===== src/rtl/defines.sv =====
// Global width definitions shared by the fetch pipeline.
`ifndef IF_STAGE_DEFINES_SV
`define IF_STAGE_DEFINES_SV
`define DATA_WIDTH 64
`endif


===== src/rtl/if_stage_pkg.sv =====
// Fetch-stage types: reset PC, buffer depth, FSM states, {pc, inst} entry.
// Buffer depth is 2 when IF_BUF2_EN is defined, otherwise 1.
`ifndef DATA_WIDTH
`include "defines.sv"
`endif
package if_stage_pkg;

    localparam logic [`DATA_WIDTH-1:0] RESET_PC_DEFAULT = 64'h0000_0000_8000_0000;

`ifdef IF_BUF2_EN
    localparam int unsigned IF_DEPTH = 2;
`else
    localparam int unsigned IF_DEPTH = 1;
`endif

    // Holds stale-response count across back-to-back redirects.
    localparam int unsigned DROP_W = 4;

    typedef enum logic {
        FETCH_RUN,
        FETCH_HOLD
    } fetch_state_e;

    typedef struct packed {
        logic [`DATA_WIDTH-1:0] pc;
        logic [31:0]            inst;
    } buf_entry_t;

endpackage


===== src/rtl/if_fifo.sv =====
// Generic synchronous FIFO with flush; used for the instruction buffer and tag queue.
// Latency: push visible at head the cycle after the write edge.
// Backpressure: push ignored when full, pop ignored when empty; flush wins over both.
module if_fifo #(
    parameter int unsigned DEPTH = 1,
    parameter int unsigned WIDTH = 8,
    localparam int unsigned CW = $clog2(DEPTH + 1)
) (
    input  logic             clk,
    input  logic             rst_n,
    input  logic             flush,
    input  logic             push,
    input  logic [WIDTH-1:0] push_dat,
    input  logic             pop,
    output logic [WIDTH-1:0] head_dat,
    output logic             full,
    output logic             empty,
    output logic [CW-1:0]    count
);

    localparam int unsigned AW = (DEPTH > 1) ? $clog2(DEPTH) : 1;

    logic [WIDTH-1:0] mem [DEPTH];
    logic [AW-1:0]    wr_ptr;
    logic [AW-1:0]    rd_ptr;
    logic             push_ok;
    logic             pop_ok;

    function automatic logic [AW-1:0] ptr_inc(input logic [AW-1:0] p);
        return (p == AW'(DEPTH - 1)) ? '0 : p + AW'(1);
    endfunction

    assign full     = (count == CW'(DEPTH));
    assign empty    = (count == '0);
    assign push_ok  = push & ~full;
    assign pop_ok   = pop & ~empty;
    assign head_dat = mem[rd_ptr];

    always_ff @(posedge clk) begin
        if (push_ok) begin
            mem[wr_ptr] <= push_dat;
        end
    end

    always_ff @(posedge clk or negedge rst_n) begin
        if (!rst_n) begin
            wr_ptr <= '0;
            rd_ptr <= '0;
            count  <= '0;
        end else if (flush) begin
            wr_ptr <= '0;
            rd_ptr <= '0;
            count  <= '0;
        end else begin
            if (push_ok) begin
                wr_ptr <= ptr_inc(wr_ptr);
            end
            if (pop_ok) begin
                rd_ptr <= ptr_inc(rd_ptr);
            end
            count <= count + CW'(push_ok) - CW'(pop_ok);
        end
    end

endmodule


===== src/rtl/if_stage.sv =====
// Instruction fetch stage: credit-limited requests, in-order tag queue, {pc, inst} buffer (IF_BUF2_EN: depth 2).
// Latency: grant -> inst_valid is rvalid cycle + 1; redirect -> new request the following cycle.
// Backpressure: stall holds the buffer head; inst_req drops once outstanding + buffered reaches depth.
`ifndef DATA_WIDTH
`include "defines.sv"
`endif
module if_stage
    import if_stage_pkg::*;
#(
    parameter logic [`DATA_WIDTH-1:0] RESET_PC = RESET_PC_DEFAULT
) (
    input  logic                   clk,
    input  logic                   rst_n,
    output logic                   inst_req,
    output logic [`DATA_WIDTH-1:0] inst_addr,
    input  logic                   inst_gnt,
    input  logic                   inst_rvalid,
    input  logic [31:0]            inst_rdata,
    input  logic                   redirect_valid,
    input  logic [`DATA_WIDTH-1:0] redirect_pc,
    input  logic                   stall,
    output logic                   inst_valid,
    output logic [31:0]            inst,
    output logic [`DATA_WIDTH-1:0] pc
);

    localparam int unsigned CW = $clog2(IF_DEPTH + 1);
    localparam int unsigned OW = CW + 1;
    localparam int unsigned EW = $bits(buf_entry_t);

    fetch_state_e           state_q;
    fetch_state_e           state_d;
    logic [`DATA_WIDTH-1:0] fetch_pc_q;
    logic [DROP_W-1:0]      drop_q;
    logic                   hs;
    logic                   rsp_stale;
    logic                   rsp_live;
    logic                   rsp_any;
    logic                   pop_en;
    logic                   tag_full;
    logic                   tag_empty;
    logic                   buf_full;
    logic                   buf_empty;
    logic [CW-1:0]          tag_cnt;
    logic [CW-1:0]          buf_cnt;
    logic [`DATA_WIDTH-1:0] tag_pc;
    logic [EW-1:0]          buf_head_raw;
    buf_entry_t             buf_head;
    buf_entry_t             buf_in;
    logic [OW-1:0]          occ_q;
    logic [OW-1:0]          occ_d;

    assign hs        = inst_req & inst_gnt;
    // Stale responses are always older than live ones, so they drain first.
    assign rsp_stale = inst_rvalid & (drop_q != '0);
    assign rsp_live  = inst_rvalid & (drop_q == '0) & ~tag_empty;
    assign rsp_any   = rsp_stale | rsp_live;

    assign inst_valid = ~buf_empty & ~redirect_valid;
    assign pop_en     = inst_valid & ~stall;
    assign buf_head   = buf_entry_t'(buf_head_raw);
    assign inst       = inst_valid ? buf_head.inst : '0;
    assign pc         = inst_valid ? buf_head.pc : '0;
    assign inst_addr  = fetch_pc_q;
    assign buf_in     = '{pc: tag_pc, inst: inst_rdata};

    // A pop this cycle frees a credit immediately, sustaining one fetch per cycle from HOLD.
    assign inst_req = rst_n & ~redirect_valid & ~tag_full & ((state_q == FETCH_RUN) | pop_en);

    // A response moves an entry from tag queue to buffer, leaving occupancy unchanged.
    assign occ_q = OW'(tag_cnt) + OW'(buf_cnt);

    always_comb begin
        state_d = state_q;
        occ_d   = occ_q + OW'(hs) - OW'(pop_en);
        if (redirect_valid) begin
            occ_d   = '0;
            state_d = FETCH_RUN;
        end else begin
            case (state_q)
                FETCH_RUN:  if (occ_d >= OW'(IF_DEPTH)) state_d = FETCH_HOLD;
                FETCH_HOLD: if (occ_d < OW'(IF_DEPTH)) state_d = FETCH_RUN;
                default:    state_d = FETCH_RUN;
            endcase
        end
    end

    always_ff @(posedge clk or negedge rst_n) begin
        if (!rst_n) begin
            state_q    <= FETCH_RUN;
            fetch_pc_q <= RESET_PC;
            drop_q     <= '0;
        end else begin
            state_q <= state_d;
            if (redirect_valid) begin
                fetch_pc_q <= redirect_pc;
            end else if (hs) begin
                fetch_pc_q <= fetch_pc_q + `DATA_WIDTH'(4);
            end
            // Every request still in flight becomes stale; one may retire this very cycle.
            if (redirect_valid) begin
                drop_q <= drop_q + DROP_W'(tag_cnt) - DROP_W'(rsp_any);
            end else if (rsp_stale) begin
                drop_q <= drop_q - DROP_W'(1);
            end
        end
    end

    if_fifo #(
        .DEPTH (IF_DEPTH),
        .WIDTH (`DATA_WIDTH)
    ) u_tag_q (
        .clk      (clk),
        .rst_n    (rst_n),
        .flush    (redirect_valid),
        .push     (hs),
        .push_dat (fetch_pc_q),
        .pop      (rsp_live),
        .head_dat (tag_pc),
        .full     (tag_full),
        .empty    (tag_empty),
        .count    (tag_cnt)
    );

    if_fifo #(
        .DEPTH (IF_DEPTH),
        .WIDTH (EW)
    ) u_inst_buf (
        .clk      (clk),
        .rst_n    (rst_n),
        .flush    (redirect_valid),
        .push     (rsp_live & ~buf_full),
        .push_dat (buf_in),
        .pop      (pop_en),
        .head_dat (buf_head_raw),
        .full     (buf_full),
        .empty    (buf_empty),
        .count    (buf_cnt)
    );

endmodule


===== config.mk =====
export PLATFORM = sky130hd
export DESIGN_NAME = if_stage
export DESIGN_NICKNAME = d
export VERILOG_FILES = /design/src/rtl/if_stage_pkg.sv /design/src/rtl/if_fifo.sv /design/src/rtl/if_stage.sv
export VERILOG_INCLUDE_DIRS = /design/src /design/src/rtl
export SDC_FILE = /design/constraint.sdc
export NUM_CORES = 1
export LEC_CHECK = 0
export ABC_CLOCK_PERIOD_IN_PS = 6600
export CAP_MARGIN = 20
export CORE_MARGIN = 3
export CORE_UTILIZATION = 49
export DETAILED_ROUTE_END_ITERATION = 7
export PLACE_DENSITY = 0.8
export REMOVE_ABC_BUFFERS = 1
export SETUP_SLACK_MARGIN = 0.5
export SYNTH_ARGS = -nofsm -noshare
export SYNTH_HDL_FRONTEND = slang
export SYNTH_SLANG_ARGS = --single-unit

===== constraint.sdc =====
create_clock -name clk -period 6.6 [get_ports clk]
set_clock_uncertainty 0.05 [all_clocks]
set_input_delay 0.66 -clock clk [delete_from_list [all_inputs] [get_ports clk]]
set_output_delay 0.66 -clock clk [all_outputs]
set_load 0.03 [all_outputs]

==> qor.tcl, run 1 <==
set qor(swShare_pct) 25.52
set qor(initialDrtViolationCount) 655
set qor(delay_of_the_slowest_cell_on_the_worst_path_ns) 1.06
set qor(layout_min_cycle_time_ns) 4.227
set qor(synth.area.top_cells) {sky130_fd_sc_hd__edfxtp_1 47%, sky130_fd_sc_hd__dfrtp_1 17%, sky130_fd_sc_hd__and2_1 6.2%}
set qor(antenna_found_initial) 2
set qor(pin_count) 264
set qor(finalNetCount) 1207
set qor(distinct_cell_type_count_of_the_synthesized_netlist) 65
set qor(clkSlewWorstSetupHoldPaths_ns) 0.06
set qor(tritoncts_num_sinks) 231
set qor(number_of_post_cts_setup_repair_buffers) 0
set qor(startpoint_type) {primary input}
set qor(switchingPower_mw) 0.9660
set qor(netlist.area_leader.share_pct) 46.92
set qor(first_global_vias) 7466
set qor(p_leak_nw) 5.078
set qor(synth-edff-count) 160
set qor(grt_pass1_wl_mm) 42.10
set qor(report.final.hold_viol_count) 0
set qor(grt.met3_usage_pct) 4.606
set qor(critical-path-slowest-cell) {sky130_fd_sc_hd__clkinv_1}
set qor(fmax_ghz) 0.2366
set qor(synth-seq-area-share_pct) 64.28
set qor(cellInternalPower_mw) 2.819
set qor(fin_setup_tns_ns) 0
set qor(cts_max_path_buffers) 3
set qor(multiInputGateArea_um2) 3446
set qor(part_of_the_total_power_dissipated_in_combinational_logic_pct) 14.5
set qor(clockPowerShare_pct) 38.9
set qor(area_delta_synth_final_pct) 36.80
set qor(start_util_pct) 50.29
set qor(grt.met1_usage_pct) 32.49
set qor(firstDrtPassIters) 6
set qor(outcome) {finished clean}
set qor(finalCritPeriodShare_pct) 64.04
set qor(clock_insertion_delay_worst_skew_ns) 0.51
set qor(gpl.final_weighted_congestion) 0.8348
set qor(power.share.sequential_pct) 46.6
set qor(h_tree_level_count) 1
set qor(critical_path_class) {in2out}
set qor(cts_buffers) 25
set qor(ys_dominant_reg_cell) {sky130_fd_sc_hd__edfxtp_1}
set qor(cts_hold_buffers) 0
set qor(cell_breakdown_of_the_critical_path) {buf_4 > clkinv_1 > o2111a_1 > clkdlybuf4s50_1}
set qor(grtUsageTotal_pct) 23.48
set qor(fp-row-count) 52
set qor(grt_overflow) 0
set qor(filler_cell_count) 1504
set qor(synth.cells.most_frequent) {160 x sky130_fd_sc_hd__edfxtp_1, 101 x sky130_fd_sc_hd__and2_1, 81 x sky130_fd_sc_hd__nand2_1}
set qor(timing.critical_path.buf_inv) 3
set qor(critical_path_peak_fanout) 87
set qor(dpl_worst_slack_ns) 2.339
set qor(grt_max_degree) 98
set qor(die_area_um2) 22670
set qor(post_synthesis_sequential_element_count) 231
set qor(slew_viol_final) 0
set qor(cp_data_arrival_time_ns) 3.52
set qor(route.vias.total) 7879
set qor(worst_hold_slack_ns) 0.3596
set qor(cap_viol_max_count) 0
set qor(timing_worst_slew_pin_value_ns) 0.9830
set qor(vias_per_cell) 5.705
set qor(library_cell_with_the_highest_instance_count_after_synthesis) {sky130_fd_sc_hd__edfxtp_1}
set qor(place_inst) 1335
set qor(syn-cell-area_um2) 10240
set qor(vdd_ir_drop_max_v) 0.0002523
set qor(postRouteAntennaNets) 0
set qor(ys_warn_count) 0
set qor(fin_util_pct) 68.79
set qor(grt_setup_unrepaired) {false}
set qor(cellPowerDensity_nw_per_um2) 270.1
set qor(setup_slack_ns) 2.373
set qor(area_taken_by_flip_flops_and_latches_um2) 6583
set qor(cts-resized-gates) 0
set qor(busiest_layer) {met2}
set qor(wirelength_mm) 27.20
set qor(dp_hpwl_mm) 18.13
set qor(io_buffers) 263
set qor(critical-path-top-delay-family) {buffers and inverters}
set qor(cts_tree) {built}
set qor(timing.slew.headroom_pct) 34.47
set qor(worst_hold_path_type) {in2async}
set qor(synth_cells) 838
set qor(worst-endpoint-required_ns) 5.89
set qor(drive_gt1_share_pct) 5.766
set qor(core_area_um2) 20360
set qor(floorplan.die.width_um) 150.6
set qor(gr-usage-met2_pct) 38.35
set qor(dieHeight_um) 150.6
set qor(finalSetupViolCount) 0
set qor(synthesis.area_per_instance_um2) 12.22
set qor(fin_cells) 1381
set qor(wire_per_inst_um) 19.69
set qor(synth_area_leader_cell) {sky130_fd_sc_hd__edfxtp_1}
set qor(worst_setup_path_end_kind) {output pin}
set qor(async_flop_share_pct) 30.74
set qor(cts_root_buffer) {sky130_fd_sc_hd__clkbuf_16}
set qor(post-route-drc-count) 0
worst paths after layout:
| kind | start | endpoint | slack [ns] | depth (start not counted) |
|---|---|---|---|---|
| worst max register to register | u_tag_q.count$_DFF_PN0_ | inst_addr[54]$_DFFE_PN0N_ | 3.20 | 7 |
| worst min-delay path | rst_n | inst_addr[63]$_DFFE_PN0N_ | 0.36 | 2 |
| max in group asynchronous | rst_n | inst_addr[25]$_DFFE_PN0N_ | 5.51 | 2 |
| min in group clk | u_tag_q.mem[0][53]$_DFFE_PP_ | u_inst_buf.mem[0][85]$_DFFE_PP_ | 0.36 | 0 |
| worst min register to register | u_tag_q.mem[0][53]$_DFFE_PP_ | u_inst_buf.mem[0][85]$_DFFE_PP_ | 0.36 | 0 |
| worst max-delay path | redirect_valid | inst_req | 2.37 | 4 |
cell families (layout without fill, tap and decap cells):
kind of cell	after synthesis	after routing	share of synthesized area [%]
buf+inv	64	336	2.358
flops	231	231	64.28
mux	15	15	1.503
compound gates	126	126	8.821
xor+xnor	11	11	0.9407
fa+ha+maj	12	12	1.613
other cells	0	1	0
simple gates	379	379	20.49
layer usage:
metal	vias up	routed length, um	part of all wire, %
li1	3660	-	-
met1	3818	11050	41
met2	354	13260	49
met3	45	2303	8.5
met4	2	568	2.1
met5	-	16	0.059
power by group through the flow:
| stage | logic (mW) | registers, mW | clock network (mW) |
|---|---|---|---|
| 2_1_floorplan | 0.223 | 1.84 | 0 |
| 3_3_place_gp | 0.530 | 1.79 | 0 |
| 3_5_place_dp | 0.547 | 1.79 | 0 |
| 4_1_cts | 0.552 | 1.76 | 1.50 |
| 5_1_grt | 0.598 | 1.78 | 1.56 |
| 6_report | 0.549 | 1.76 | 1.47 |
state kept, by name, summed over array words and instances (netlist names):
register,count
drop_q,4
inst_addr,64
state_q,1
u_inst_buf.count,1
u_inst_buf.mem,96
u_tag_q.count,1
u_tag_q.mem,64
final cells by class:
type / count / share of cell area [%]
diodes: 1 / 0.01786
clock buffers: 31 / 4.841
clock inverters: 13 / 1.375
inverters: 21 / 0.5627
multi-input cells: 543 / 24.60
flip-flops and latches: 231 / 46.99
well taps: 270 / 2.411
repair buffers: 271 / 19.21
cell usage in the layout (no fill, tap or decap), types with 21 or more instances in the layout:
cell type / synthesis / final
sky130_fd_sc_hd__nand4_1: 30 / 30
sky130_fd_sc_hd__and3_1: 21 / 21
sky130_fd_sc_hd__clkdlybuf4s50_1: 0 / 261
sky130_fd_sc_hd__and2_1: 101 / 101
sky130_fd_sc_hd__nand2_1: 81 / 81
sky130_fd_sc_hd__edfxtp_1: 160 / 160
sky130_fd_sc_hd__dfrtp_1: 70 / 70
sky130_fd_sc_hd__nand3_1: 40 / 40
sky130_fd_sc_hd__clkbuf_16: 0 / 25
sky130_fd_sc_hd__o211ai_1: 26 / 26
sky130_fd_sc_hd__o21ai_0: 24 / 24
sky130_fd_sc_hd__nor2_1: 31 / 29
through the flow:
stage               total power [mW]  area (um^2)
floorplan                      2.067        10080
global placement               2.316        13130
detailed placement             2.337        13130
CTS                            3.813        14000
global route                   3.939        14010
finish                         3.785        14010
Note: power is estimated with default switching activity, not from simulation.
==> inputs of run 2 (changes only) <==
- ABC_CLOCK_PERIOD_IN_PS: 6600 -> 3900
- clock period: 6.6 -> 3.9 ns (I/O delays scaled with it)
==> qor.tcl, run 2 (synthesis gave the netlist of run 1 again) <==
set qor(max_flop_register) {u_inst_buf.mem}
set qor(finalPower_mw) 6.324 ;# +67%
set qor(endpoint) {inst[14]}
set qor(finalNetCount) 1211 ;# +0.33%
set qor(route.vias.total) 7885 ;# +0.076%
set qor(worst_setup_path_end_kind) {output pin}
set qor(rr_startpoint) {u_tag_q.count$_DFF_PN0_}
set qor(timing.reg2reg.setup_slack_ns) 1.00 ;# -2.20 ns
set qor(slew_viol_final) 0 ;# unchanged
set qor(h_tree_level_count) 1 ;# unchanged
set qor(clkSlewWorstSetupHoldPaths_ns) 0.06 ;# about the same
set qor(cts_hold_buffers) 0 ;# unchanged
set qor(core_area_um2) 20360 ;# unchanged
set qor(reg2reg_depth) 6 ;# -1
set qor(grt_max_degree) 73 ;# -26%
set qor(outcome) {finished clean}
set qor(wire_per_inst_um) 19.76 ;# +0.34%
set qor(most_common_cell_after_layout_fill_and_taps_aside) {sky130_fd_sc_hd__clkdlybuf4s50_1}
set qor(start_util_pct) 50.29 ;# unchanged
set qor(grt_pass1_wl_mm) 42.26 ;# +0.38%
set qor(clock_insertion_delay_worst_skew_ns) 0.51 ;# about the same
set qor(dieHeight_um) 150.6 ;# unchanged
set qor(vdd_ir_drop_max_v) 0.0003570 ;# +41%
set qor(area_taken_by_flip_flops_and_latches_um2) 6583 ;# unchanged
set qor(grt_overflow) 0 ;# unchanged
set qor(cellPowerDensity_nw_per_um2) 451.1 ;# +67%
set qor(pin_count) 264 ;# unchanged
set qor(tritoncts_num_sinks) 231 ;# unchanged
set qor(layout_min_cycle_time_ns) 2.940
set qor(post-route-drc-count) 0 ;# unchanged
set qor(layout.cells.most_common_list) {261 x sky130_fd_sc_hd__clkdlybuf4s50_1, 160 x sky130_fd_sc_hd__edfxtp_1, 101 x sky130_fd_sc_hd__and2_1, 81 x sky130_fd_sc_hd__nand2_1, 70 x sky130_fd_sc_hd__dfrtp_1}
set qor(cts-resized-gates) 0 ;# unchanged
set qor(io_buffers) 263 ;# unchanged
set qor(postRouteAntennaNets) 0 ;# unchanged
set qor(worst-endpoint-required_ns) 3.46 ;# -2.43 ns
set qor(r2r-end) {inst_addr[54]$_DFFE_PN0N_}
set qor(crit_path_start) {u_inst_buf.count$_DFF_PN0_}
set qor(floorplan.die.width_um) 150.6 ;# unchanged
set qor(fin_setup_tns_ns) 0 ;# unchanged
set qor(drive_gt1_share_pct) 6.194 ;# +0.43 points
set qor(multiInputGateArea_um2) 3446 ;# unchanged
set qor(timing_worst_slew_pin_value_ns) 1.017 ;# +0.03430 ns
set qor(dp_hpwl_mm) 18.67 ;# +3.0%
set qor(worst_hold_path_type) {in2async}
set qor(grt_setup_unrepaired) {false}
set qor(timing.slew.headroom_pct) 32.18 ;# -2.3 points
set qor(wirelength_mm) 27.37 ;# +0.63%
set qor(number_of_post_cts_setup_repair_buffers) 0 ;# unchanged
set qor(cp_data_arrival_time_ns) 2.50 ;# -1.02 ns
set qor(first_global_vias) 7588 ;# +1.6%
set qor(area_delta_synth_final_pct) 36.90 ;# about the same
set qor(fp-row-count) 52 ;# unchanged
set qor(largest_reg_flops) 96 ;# unchanged
set qor(worst_hold_slack_ns) 0.1100 ;# -0.2496 ns
set qor(cap_viol_max_count) 0 ;# unchanged
set qor(grtUsageTotal_pct) 23.62 ;# +0.14 points
set qor(antenna_found_initial) 0 ;# -2
set qor(finalCritPeriodShare_pct) 75.38
set qor(firstDrtPassIters) 5 ;# -1
set qor(gpl.final_weighted_congestion) 0.8189 ;# -1.9%
set qor(cts_buffers) 25 ;# unchanged
set qor(startpoint_type) {register}
set qor(finalSetupViolCount) 0 ;# unchanged
set qor(die_area_um2) 22670 ;# unchanged
set qor(cts_max_path_buffers) 3 ;# unchanged
set qor(filler_cell_count) 1539 ;# +2.3%
set qor(initialDrtViolationCount) 542 ;# -17%
set qor(report.final.hold_viol_count) 0 ;# unchanged
set qor(p_leak_nw) 5.090 ;# +0.25%
set qor(critical_path_class) {reg2out}
set qor(critical_path_peak_fanout) 54 ;# -38%
set qor(cts_tree) {built}
set qor(cts_root_buffer) {sky130_fd_sc_hd__clkbuf_16}
set qor(vias_per_cell) 5.693 ;# -0.21%
set qor(fmax_ghz) 0.3401
## run 2: stage by stage
stage          worst slack [ns]  instance area, um^2  instances  utilization (%)
2_1_floorplan            -1.822                10080        795                -
3_3_place_gp             0.7034                13170       1339            64.66
3_5_place_dp             0.6165                13170       1339            64.66
6_report                 0.9600                14020       1385            68.84
5_1_grt                  0.7191                14020       1384            68.83
4_1_cts                  0.9459                14000       1383            68.76
## run 2: layout make-up
| cell class | count | area share (%) |
|---|---|---|
| Timing Repair Buffer | 275 | 19.53 |
| Clock inverter | 16 | 1.267 |
| Antenna cell | 1 | 0.01785 |
| Inverter | 21 | 0.5622 |
| Clock buffer | 28 | 4.685 |
| Tap cell | 270 | 2.410 |
| Sequential cell | 231 | 46.95 |
| Multi-Input combinational cell | 543 | 24.58 |
## run 2: worst max-delay path: stages (launching register included)
cell and delay (ns):
sky130_fd_sc_hd__dfrtp_1 0.50, sky130_fd_sc_hd__nor2b_4 0.21, sky130_fd_sc_hd__buf_4 0.37, sky130_fd_sc_hd__and2_1 0.21, sky130_fd_sc_hd__clkdlybuf4s50_1 0.67
## run 2: layer usage
layer,share of wire (%),GRT usage (%)
met5,0,0
met4,1.7,5.440
met3,8.2,4.756
met2,49,39.47
met1,41,32.16
## run 2: worst min-delay path by stage
| stage | endpoint | depth (start not counted) |
|---|---|---|
| final | inst_addr[63]$_DFFE_PN0N_ | 2 |
| after global placement | u_inst_buf.mem[0][72]$_DFFE_PP_ | 0 |
| after floorplan | drop_q[0]$_DFFE_PN0P_ | 0 |
| after CTS | inst_addr[62]$_DFFE_PN0N_ | 2 |
| after detailed placement | u_inst_buf.mem[0][43]$_DFFE_PP_ | 0 |
| after global routing | drop_q[2]$_DFFE_PN0P_ | 2 |
## run 2: where the power goes
| part | switching (mW) | internal (mW) |
|---|---|---|
| registers | 0.196 | 2.79 |
| clock network | 0.936 | 1.47 |
| logic | 0.512 | 0.422 |
| total | 1.64 | 4.68 |
